`config.mk`:
```
export PLATFORM = sky130hd
export DESIGN_NAME = dsp48e2_alu
export DESIGN_NICKNAME = d
export VERILOG_FILES = /design/src/rtl/dsp48e2_alu.sv
export SDC_FILE = /design/constraint.sdc
export NUM_CORES = 1
export LEC_CHECK = 0
export ABC_AREA = 1
export CAP_MARGIN = 30
export CORE_UTILIZATION = 44
export DETAILED_ROUTE_END_ITERATION = 6
export GPL_TIMING_DRIVEN = 0
export SLEW_MARGIN = 5
export SYNTH_ARGS = -nofsm -noshare
export SYNTH_HDL_FRONTEND = slang
export SYNTH_SLANG_ARGS = --single-unit
```
`constraint.sdc`:
```
create_clock -name vclk -period 20.4
set_input_delay 6.12 -clock vclk [all_inputs]
set_output_delay 6.12 -clock vclk [all_outputs]
set_load 0.01 [all_outputs]
```
`src/rtl/dsp48e2_alu.sv`:
```
// Behavioural DSP48E2 subset: A:B concat, signed 27x18 multiply, W/X/Y/Z mux and 48-bit ALU.
// Each pipeline stage is present only when its *REG parameter is 1.
module dsp48e2_alu #(
  parameter int          AREG     = 0,
  parameter int          BREG     = 0,
  parameter int          CREG     = 0,
  parameter int          MREG     = 0,
  parameter int          PREG     = 0,
  parameter string       USE_MULT = "NONE",
  parameter logic [47:0] RND      = 48'h0
) (
  input  logic        clock,
  input  logic        reset,
  input  logic        cea,
  input  logic        ceb,
  input  logic        cec,
  input  logic        cem,
  input  logic        cep,
  input  logic [29:0] a,
  input  logic [17:0] b,
  input  logic [47:0] c,
  input  logic [3:0]  alumode,
  input  logic [8:0]  opmode,
  input  logic [2:0]  carryinsel,
  input  logic        carryin,
  output logic [47:0] p
);
  localparam bit MULT_ON = (USE_MULT == "MULTIPLY");

  logic [29:0] w_a;
  logic [17:0] w_b;
  logic [47:0] w_c, w_m, w_mraw, w_pfb, w_alu;
  logic signed [44:0] w_prod;
  logic [47:0] w_x, w_y, w_z, w_w, w_cin, w_sum;
  logic        w_s;

  // Enables and clock are dead in register-free configurations.
  logic w_unused_ok;
  assign w_unused_ok = ^{clock, reset, cea, ceb, cec, cem, cep};

  generate
    if (AREG == 1) begin : g_areg
      logic [29:0] r_a;
      always_ff @(posedge clock)
        if (reset) r_a <= '0;
        else if (cea) r_a <= a;
      assign w_a = r_a;
    end else begin : g_anoreg
      assign w_a = a;
    end

    if (BREG == 1) begin : g_breg
      logic [17:0] r_b;
      always_ff @(posedge clock)
        if (reset) r_b <= '0;
        else if (ceb) r_b <= b;
      assign w_b = r_b;
    end else begin : g_bnoreg
      assign w_b = b;
    end

    if (CREG == 1) begin : g_creg
      logic [47:0] r_c;
      always_ff @(posedge clock)
        if (reset) r_c <= '0;
        else if (cec) r_c <= c;
      assign w_c = r_c;
    end else begin : g_cnoreg
      assign w_c = c;
    end
  endgenerate

  assign w_prod = $signed(w_a[26:0]) * $signed(w_b);
  assign w_mraw = MULT_ON ? {{3{w_prod[44]}}, w_prod} : 48'h0;

  generate
    if (MREG == 1) begin : g_mreg
      logic [47:0] r_m;
      always_ff @(posedge clock)
        if (reset) r_m <= '0;
        else if (cem) r_m <= w_mraw;
      assign w_m = r_m;
    end else begin : g_mnoreg
      assign w_m = w_mraw;
    end

    // Without a P register there is nothing to feed back, so P reads as 0.
    if (PREG == 1) begin : g_preg
      logic [47:0] r_p;
      always_ff @(posedge clock)
        if (reset) r_p <= '0;
        else if (cep) r_p <= w_alu;
      assign w_pfb = r_p;
      assign p     = r_p;
    end else begin : g_pnoreg
      assign w_pfb = 48'h0;
      assign p     = w_alu;
    end
  endgenerate

  always_comb begin
    w_x = '0;
    w_y = '0;
    w_z = '0;
    w_w = '0;
    // M is only meaningful when both X and Y select it.
    case (opmode[1:0])
      2'b01:   if (opmode[3:0] == 4'b0101) w_x = w_m;
      2'b10:   w_x = w_pfb;
      2'b11:   w_x = {w_a, w_b};
      default: w_x = '0;
    endcase
    case (opmode[3:2])
      2'b10:   w_y = '1;
      2'b11:   w_y = w_c;
      default: w_y = '0;
    endcase
    case (opmode[6:4])
      3'b010, 3'b100: w_z = w_pfb;
      3'b011:         w_z = w_c;
      3'b110:         w_z = 48'($signed(w_pfb) >>> 17);
      default:        w_z = '0;
    endcase
    case (opmode[8:7])
      2'b01:   w_w = w_pfb;
      2'b10:   w_w = RND;
      2'b11:   w_w = w_c;
      default: w_w = '0;
    endcase
  end

  assign w_cin = {47'h0, (carryinsel == 3'b000) & carryin};
  assign w_sum = w_z + w_w + w_x + w_y + w_cin;
  assign w_s   = opmode[3];

  always_comb begin
    w_alu = '0;
    case (alumode)
      4'b0000: w_alu = w_sum;
      4'b0001: w_alu = ~w_z + w_w + w_x + w_y + w_cin;
      4'b0010: w_alu = ~w_sum;
      4'b0011: w_alu = w_z - (w_w + w_x + w_y + w_cin);
      4'b0100, 4'b0111: w_alu = w_s ? ~(w_x ^ w_z) : (w_x ^ w_z);
      4'b0101, 4'b0110: w_alu = w_s ? (w_x ^ w_z) : ~(w_x ^ w_z);
      4'b1100: w_alu = w_s ? (w_x | w_z)  : (w_x & w_z);
      4'b1101: w_alu = w_s ? (w_x | ~w_z) : (w_x & ~w_z);
      4'b1110: w_alu = w_s ? ~(w_x | w_z) : ~(w_x & w_z);
      4'b1111: w_alu = w_s ? (~w_x & w_z) : (~w_x | w_z);
      default: w_alu = '0;
    endcase
  end
endmodule

```
==> results.txt <==
result of the run - finished clean
post-synthesis compound-gate area fraction - 13.31%
average size of a mapped cell - 6.117 µm²
final design area excluding fillers - 30530 µm²
DRC violation total after the first TritonRoute iteration - 3684
final cell count without fillers - 5536
dominant cell by count in the synthesized netlist - sky130_fd_sc_hd__nand2_1
combinational family with the most area after synthesis - adder cells
effective utilization at floorplan - 44.68%
sequential cell count of the final layout - 0
pin count of the biggest net entering global routing - 11
Syn. warnings - 0
LEAKAGE - 16.54 nW
Synth top area share - 20.62%
fillcell total - 6799
first-pass GRT wire length - 196500 µm
number of max-cap violations - 0
unrepaired setup endpoints after global routing - no
Setup TNS - 0 ns
Max transition margin - 24.85%
post-detailed-route via-to-cell ratio - 5.564
post-synthesis cell count - 4524
Total Routed Length - 141100 µm
sequential share of the synthesized area - 0%
floorplan die height - 252.8 µm
number of standard-cell rows in the floorplan - 91
xor-xnor portion of the synthesized cell area - 2.500%
number of input and output port buffers inserted - 161
post-synthesis mux area share - 0%
overall die area - 63900 µm²
footprint of the flip-flops and latches - 0 µm²
Worst Setup Start Kind - input port
largest driver fanout on the critical path - 10
total power density per cell area - 52.51 nW/µm²
Layout clock buffers - 0
chip width - 252.8 µm
Slowest cell on crit path - sky130_fd_sc_hd__nor2_1
pins over their slew limit - 0
transition time at the pin with the least slew margin - 1.099 ns
count of TritonRoute iterations in the first routing pass - 7
kind of end point of the critical path - primary output
main area contributors after synthesis - sky130_fd_sc_hd__fa_1 21%, sky130_fd_sc_hd__ha_1 19%, sky130_fd_sc_hd__nand2_1 17%, sky130_fd_sc_hd__inv_1 13%, sky130_fd_sc_hd__nor2_1 5.8%
placement-stage worst setup slack - 0.2766 ns
net total in the final layout - 5528
GRT Resource Usage Total - 43.43%
worst vdd ir - 0.00001763 V
placed cell count - 5534
min cycle time layout - 20.38 ns
post-DR wirelength/cell - 25.49 µm
area of the placeable core - 61940 µm²
Worst Hold Slack - 13.93 ns
Synth-to-Final Area Change - 10.31%
Antenna Cells - 0
number of global-route vias before repair - 28910
post-synthesis share of cell area spent on full adders, half adders and majority gates - 39.70%
GRT overflow - 0
final critical-path setup slack - 0.02083 ns
area fraction in and, or, nand and nor cells after synthesis - 29.83%
Worst path max stage delay - 0.60 ns
Hold/Removal Path Class - input port to primary output
placement-stage cell area - 30510 µm²
arrival time at the worst endpoint - 14.26 ns
Final Hold Viols - 0
hold buffer count at CTS - 0
final core utilization - 49.28%
most frequent cells after synthesis - 1222 x sky130_fd_sc_hd__nand2_1, 959 x sky130_fd_sc_hd__inv_1, 425 x sky130_fd_sc_hd__nor2_1
crit share post-route - 99.90%
most common cell type on the critical path - sky130_fd_sc_hd__nand2_1
antenna violations before repair - 4
required time at the endpoint of the critical path - 14.28 ns
Top Ports - 168
largest area contributor in the synthesized netlist - sky130_fd_sc_hd__fa_1
Cell Area, Synth - 27670 µm²
fmax - 0.04907 GHz
placer congestion estimate - 1.074
Syn Nets - 5351
final-report setup violation count - 0
synth unique cells - 47
HPWL Detailed - 125400 µm
Total Power - 1.603 mW
DRC - 0
antenna-violating nets left - 0
routed via count - 30800
worst setup path class - input port to primary output
fraction of final layout cells sized beyond drive strength 1 - 2.341%
## metal layers
layer | share of wire (%) | vias up | GRT usage [%]
li1 | - | 14320 | -
met1 | 41 | 14550 | 59.14
met2 | 41 | 1687 | 65.54
met3 | 13 | 239 | 11.50
met5 | 0.030 | - | 0
met4 | 4.6 | 6 | 15.77
## critical path, delay by kind of cell
| kind | cells | cell delay (ns) |
|---|---|---|
| compound gates | 1 | 0.33 |
| buf+inv | 12 | 3.66 |
| simple gates | 13 | 2.16 |
| fa+ha+maj | 4 | 1.93 |
## kinds of logic (layout without fill, tap and decap cells)
kind of cell | count (synthesis) | in the layout
adders and majority gates | 707 | 707
and+or+nand+nor | 2021 | 2021
AOI/OAI and AO/OA | 654 | 654
buffers and inverters | 1063 | 1238
xor gates and xnor gates | 79 | 79
## final timing paths
check | startpoint | to | slack, ns | depth (start not counted)
worst max-delay path | opmode[3] | p[41] | 0.02 | 30
worst min-delay path | b[6] | p[6] | 13.93 | 8
## repair_timing
action	CTS	global route
endpoints found under the setup margin	0	2
resized for setup	0	3
setup buffers	0	0
## cell usage in the layout, fill, tap and decap left out, drive strengths merged, types with 22 or more instances in the layout
cell and n:
nand4 53, ha 422, a21oi 247, o21a 33, o21bai 22, o21ai 269, inv 971, nand3 217
buf 53, nand2 1226, nor3 40, nor2 436, o22ai 23, clkdlybuf4s50 161, fa 285, xnor2 59
clkbuf 51
## layout make-up
| cell class | count | area [µm²] | area share (%) |
|---|---|---|---|
| well taps | 837 | 1047 | 3.431 |
| repair buffers | 175 | 1798 | 5.890 |
| plain buffers | 91 | 410.4 | 1.344 |
| inverters | 972 | 3649 | 11.95 |
| multi-input cells | 3461 | 23620 | 77.38 |
## report_power, final
| group | internal (mW) | switching, mW |
|---|---|---|
| sequential | 0 | 0 |
| combinational | 0.495 | 1.11 |
| clock | 0 | 0 |
Power figures use the tool's default switching activity.
